[src/rtl/ctrl_fsm.sv]
// Multi-cycle control sequencer: decodes one opcode per fetch handshake and walks DECODE/EXEC/MEM/MDU/WB/TRAP.
// Define CTRL_MDU_EN to route OP/OP-32 with funct7=0000001 through the MUL/DIV handshake; otherwise it traps as illegal.
module ctrl_fsm #(
  parameter int RV64      = 1,
  parameter int TIMEOUT_W = 8
) (
  input  logic       clk,
  input  logic       rst_n,
  input  logic       instr_valid,
  output logic       instr_ready,
  input  logic [6:0] op_code,
  input  logic [6:0] funct7,
  output logic       alu_src,
  output logic [1:0] alu_op,
  output logic       mem2reg,
  output logic       word_op,
  output logic       mem_req,
  output logic       mem_we,
  input  logic       mem_ack,
  output logic       mdu_start,
  input  logic       mdu_done,
  output logic       reg_w,
  output logic       busy,
  output logic       illegal,
  output logic       bus_err
);

  typedef enum logic [2:0] {
    S_IDLE, S_DECODE, S_EXEC, S_MEM, S_MDU, S_WB, S_TRAP
  } state_t;

  localparam logic [6:0] OPC_LOAD    = 7'b0000011;
  localparam logic [6:0] OPC_STORE   = 7'b0100011;
  localparam logic [6:0] OPC_OPIMM   = 7'b0010011;
  localparam logic [6:0] OPC_OP      = 7'b0110011;
  localparam logic [6:0] OPC_OPIMM32 = 7'b0011011;
  localparam logic [6:0] OPC_OP32    = 7'b0111011;
  localparam logic [6:0] F7_MDU      = 7'b0000001;

  state_t state, state_n;

  logic [6:0] op_q, f7_q;
  logic       is_load, is_store, is_mdu, ill_q, berr_q;
  logic [TIMEOUT_W-1:0] cnt, cnt_inc;

  logic       dec_ok, dec_src, dec_m2r, dec_word, dec_load, dec_store, dec_mdu, f7_is_mdu;
  logic [1:0] dec_aop;

  // Instruction fields are plain data captured on the fetch handshake.
  always_ff @(posedge clk) begin
    if (state == S_IDLE && instr_valid) begin
      op_q <= op_code;
      f7_q <= funct7;
    end
  end

  assign f7_is_mdu = (f7_q == F7_MDU);
  assign cnt_inc   = cnt + TIMEOUT_W'(1);

  always_comb begin
    dec_ok    = 1'b1;
    dec_src   = 1'b0;
    dec_aop   = 2'b00;
    dec_m2r   = 1'b0;
    dec_word  = 1'b0;
    dec_load  = 1'b0;
    dec_store = 1'b0;
    dec_mdu   = 1'b0;
    case (op_q)
      OPC_LOAD: begin
        dec_src  = 1'b1;
        dec_m2r  = 1'b1;
        dec_load = 1'b1;
      end
      OPC_STORE: begin
        dec_src   = 1'b1;
        dec_store = 1'b1;
      end
      OPC_OPIMM: begin
        dec_src = 1'b1;
        dec_aop = 2'b11;
      end
      OPC_OPIMM32: begin
        if (RV64 != 0) begin
          dec_src  = 1'b1;
          dec_aop  = 2'b11;
          dec_word = 1'b1;
        end else begin
          dec_ok = 1'b0;
        end
      end
      OPC_OP, OPC_OP32: begin
        dec_aop  = 2'b10;
        dec_word = (op_q == OPC_OP32);
        if (op_q == OPC_OP32 && RV64 == 0) dec_ok = 1'b0;
`ifdef CTRL_MDU_EN
        dec_mdu = f7_is_mdu;
`else
        if (f7_is_mdu) dec_ok = 1'b0;
`endif
      end
      default: dec_ok = 1'b0;
    endcase
    // An illegal instruction leaves every datapath control inactive.
    if (!dec_ok) begin
      dec_src   = 1'b0;
      dec_aop   = 2'b00;
      dec_m2r   = 1'b0;
      dec_word  = 1'b0;
      dec_load  = 1'b0;
      dec_store = 1'b0;
      dec_mdu   = 1'b0;
    end
  end

  always_comb begin
    state_n = state;
    case (state)
      S_IDLE:   if (instr_valid) state_n = S_DECODE;
      S_DECODE: state_n = dec_ok ? S_EXEC : S_TRAP;
      S_EXEC: begin
        if (is_load || is_store) state_n = S_MEM;
        else if (is_mdu)         state_n = S_MDU;
        else                     state_n = S_WB;
      end
      // An ack in the same cycle as the timeout completes the access.
      S_MEM: begin
        if (mem_ack)             state_n = is_load ? S_WB : S_IDLE;
        else if (cnt_inc == '1)  state_n = S_TRAP;
      end
`ifdef CTRL_MDU_EN
      S_MDU:    if (mdu_done) state_n = S_WB;
`else
      S_MDU:    state_n = S_IDLE;
`endif
      S_WB:     state_n = S_IDLE;
      S_TRAP:   state_n = S_IDLE;
      default:  state_n = S_IDLE;
    endcase
  end

  always_ff @(posedge clk or negedge rst_n) begin
    if (!rst_n) begin
      state    <= S_IDLE;
      alu_src  <= 1'b0;
      alu_op   <= 2'b00;
      mem2reg  <= 1'b0;
      word_op  <= 1'b0;
      is_load  <= 1'b0;
      is_store <= 1'b0;
      is_mdu   <= 1'b0;
      ill_q    <= 1'b0;
      berr_q   <= 1'b0;
      cnt      <= '0;
    end else begin
      state <= state_n;
      case (state)
        S_DECODE: begin
          alu_src  <= dec_src;
          alu_op   <= dec_aop;
          mem2reg  <= dec_m2r;
          word_op  <= dec_word;
          is_load  <= dec_load;
          is_store <= dec_store;
          is_mdu   <= dec_mdu;
          ill_q    <= !dec_ok;
          berr_q   <= 1'b0;
        end
        S_EXEC: cnt <= '0;
        S_MEM: begin
          if (!mem_ack) begin
            cnt <= cnt_inc;
            if (cnt_inc == '1) berr_q <= 1'b1;
          end
        end
        default: ;
      endcase
    end
  end

  assign instr_ready = (state == S_IDLE);
  assign busy        = (state != S_IDLE);
  assign mem_req     = (state == S_MEM);
  assign mem_we      = (state == S_MEM) && is_store;
  assign reg_w       = (state == S_WB);
  assign illegal     = (state == S_TRAP) && ill_q;
  assign bus_err     = (state == S_TRAP) && berr_q;

`ifdef CTRL_MDU_EN
  assign mdu_start = (state == S_EXEC) && is_mdu;
`else
  logic unused_mdu_done;
  assign unused_mdu_done = mdu_done;
  assign mdu_start       = 1'b0;
`endif

endmodule

[config.mk]
export PLATFORM = sky130hd
export DESIGN_NAME = ctrl_fsm
export DESIGN_NICKNAME = d
export VERILOG_FILES = /design/src/rtl/ctrl_fsm.sv
export SDC_FILE = /design/constraint.sdc
export NUM_CORES = 1
export LEC_CHECK = 0
export ABC_AREA = 1
export CORE_MARGIN = 8
export CORE_UTILIZATION = 40
export CTS_CLUSTER_DIAMETER = 100
export DETAILED_ROUTE_END_ITERATION = 6
export PLACE_DENSITY = 0.72
export SLEW_MARGIN = 5
export SYNTH_ARGS = -nofsm -noshare
export SYNTH_HDL_FRONTEND = slang
export SYNTH_SLANG_ARGS = --single-unit
[constraint.sdc]
create_clock -name clk -period 1.6 [get_ports clk]
set_clock_uncertainty 0.1 [all_clocks]
set_input_delay 0.24 -clock clk [delete_from_list [all_inputs] [get_ports clk]]
set_output_delay 0.24 -clock clk [all_outputs]
set_load 0.1 [all_outputs]
==> flow_summary.json <==
{
  "end_kind": "output port",
  "num_vias": 1320,
  "slew_violations": 0,
  "routed_via_density": 4.783,
  "cts_buffers": 5,
  "syn-num-nets": 198,
  "ys_seq_area_share_pct": 57.42,
  "cts_buffer_depth": 2,
  "final_common_cell": "nand2_1",
  "avgRoutedWirePerCell_um": 12.66,
  "ys_ff_latch": 33,
  "syn_area_mm2": 0.001560,
  "critPathLaunchType": "flop",
  "violations": "negative setup slack",
  "fmax_mhz": 599.8,
  "p_total_mw": 3.604,
  "fin_ws_ps": -67.14,
  "setup_viol": 6,
  "core_area_mm2": 0.003716,
  "ys_warn_count": 0,
  "utilization_pct": 64.85,
  "grt_pass1_wl_mm": 5.906,
  "syn_area_per_cell_um2": 8.815,
  "cp_max_fo": 4,
  "grt_use_met1_pct": 11.84,
  "startpoint": "state[2]$_DFFE_PN0P_",
  "hold_class": "input pin to asynchronous set/reset pin",
  "antenna_found_initial": 0,
  "tns_ps": -190.0,
  "drtIter0Drc": 58,
  "fin_crit_ps": 1667,
  "dieArea_mm2": 0.006155,
  "ys_types": 26,
  "crit_type": "flop to output port",
  "dr.pass1.iters": 4,
  "overflow": 0,
  "whs_ps": 189.2,
  "instances_no_fill": 276,
  "cp_data_arrival_time_ps": 1330,
  "grt_use_total_pct": 12.05,
  "crit_required_ps": 1260,
  "stdcell_area_mm2": 0.002410,
  "grt_pass1_vias": 1407,
  "grt_max_degree": 20,
  "grt_util_met2_pct": 22.37,
  "status": "finished, violations left",
  "leakage_nw": 0.9702,
  "cts.reportedPaths.clkPinSlew_ps": 70,
  "drc": 0,
  "timing_hold_violations_final": 0,
  "die_width_um": 78.46,
  "r2r_slack_ps": 10,
  "timing.final.crit_share_pct": 104.2,
  "wirelength_mm": 3.495,
  "dieHeight_um": 78.46,
  "root_buffer": "clkbuf_8",
  "cts_tree": "yes",
  "cap_viol_max_count": 0,
  "initial_utilization_pct": 41.99,
  "finalNetCount": 248,
  "dp_hpwl_mm": 2.495,
  "gp_congestion": 0.7873,
  "antenna_left": 0,
  "layout-drive-gt1-share_pct": 33.33,
  "vdd_drop_max_v": 0.0007720,
  "diodes": 0,
  "timing.rr.start": "state[2]$_DFFE_PN0P_",
  "dp_cells": 261,
  "rows": 22,
  "busiest_layer": "met2",
  "pre_cts_ws_ps": 40.39,
  "synth_cells": 177,
  "io_pins": 32,
  "use_met3_pct": 3.872,
  "mostFrequentLayoutCells": "33 x nand2_1, 21 x inv_1, 17 x clkdlybuf4s50_1",
  "clock_latency_ps": 280,
  "power_density_mw_per_mm2": 1495,
  "htree_levels": 2,
  "io_buffers": 29,
  "numClockSinks": 33,
  "rsz0062_at_grt": "yes",
  "placed_area_mm2": 0.002150,
  "syn2layout_area_growth_pct": 54.45
}
-- Yosys cell counts --
cell type	instances	area, um2
o211ai_1	1	7.510
o22ai_1	5	31.28
nand4_1	2	12.51
o31ai_1	1	7.510
and3_1	1	6.260
conb_1	1	3.750
nand2_1	42	157.7
inv_1	30	112.6
o21ai_1	2	10.01
o21ai_0	10	50.05
edfxtp_1	14	420.4
nor2_4	2	22.52
nor2_1	21	78.83
nand3_2	1	10.01
dfrtp_1	19	475.5
nor4b_1	1	8.760
nand3_1	11	55.05
inv_2	1	3.750
o21a_1	1	7.510
nor3_1	3	15.01
buf_4	1	7.510
nor2_2	2	12.51
nand3b_1	1	7.510
ha_1	2	25.02
a21oi_1	1	5.000
a31oi_1	1	6.260
-- worst paths after layout --
check / end / cells after the start
max: mem_we / 6
min: cnt[3]$_DFFE_PN0P_ / 2
max reg2reg: state[2]$_DFFE_PN0P_ / 10
min reg2reg: is_load$_DFFE_PN0P_ / 1
max in group asynchronous: cnt[2]$_DFFE_PN0P_ / 2
min in group clk: f7_q[4]$_DFFE_PP_ / 1
-- critical path: stages, from the launching register on --
cell and delay (ps):
dfrtp_2 440, inv_2 90, nand2_4 60, nor2_4 120
inv_4 50, nor2_4 100, buf_12 180
-- cell type report --
cell class | instances | area (um2)
flip-flops and latches | 33 | 900.9
well taps | 48 | 60.06
clock inverters | 2 | 10.01
clock buffers | 6 | 72.57
repair buffers | 44 | 543.0
multi-input cells | 112 | 698.2
fillers | 322 | 1306
inverters | 31 | 125.1
-- state kept, by name, indices dropped and copies added, names as in the netlist --
signal	flops
is_store	1
alu_src	1
state	3
alu_op	2
ill_q	1
berr_q	1
is_load	1
op_q	7
word_op	1
cnt	8
f7_q	7
-- layer usage --
metal | routed length, um | vias up
met5 | 0 | -
met4 | 36 | 0
met3 | 157 | 3
met2 | 1977 | 23
met1 | 1323 | 623
li1 | - | 671
-- kinds of logic (layout without fill, tap and decap cells) --
logic type,Yosys count,count (layout),share of synthesized area [%]
simple gates,87,87,24.78
fa+ha+maj,2,2,1.604
buf+inv,32,83,7.939
flops,33,33,57.42
compound gates,22,22,8.020
other cells,1,1,0.2403
-- repair_timing --
action | in CTS | in global routing
gates resized for setup | 6 | 32
hold buffers | 0 | 0
setup buffers | 6 | 1
endpoints found under the setup margin | 6 | 11
pin swaps | 2 | 9
-- where the power goes --
part	switching, mW	internal (mW)
Combinational	1.13	0.688
Clock	0.295	0.301
Sequential	0.116	1.07
Note: power is estimated with default switching activity, not from simulation.
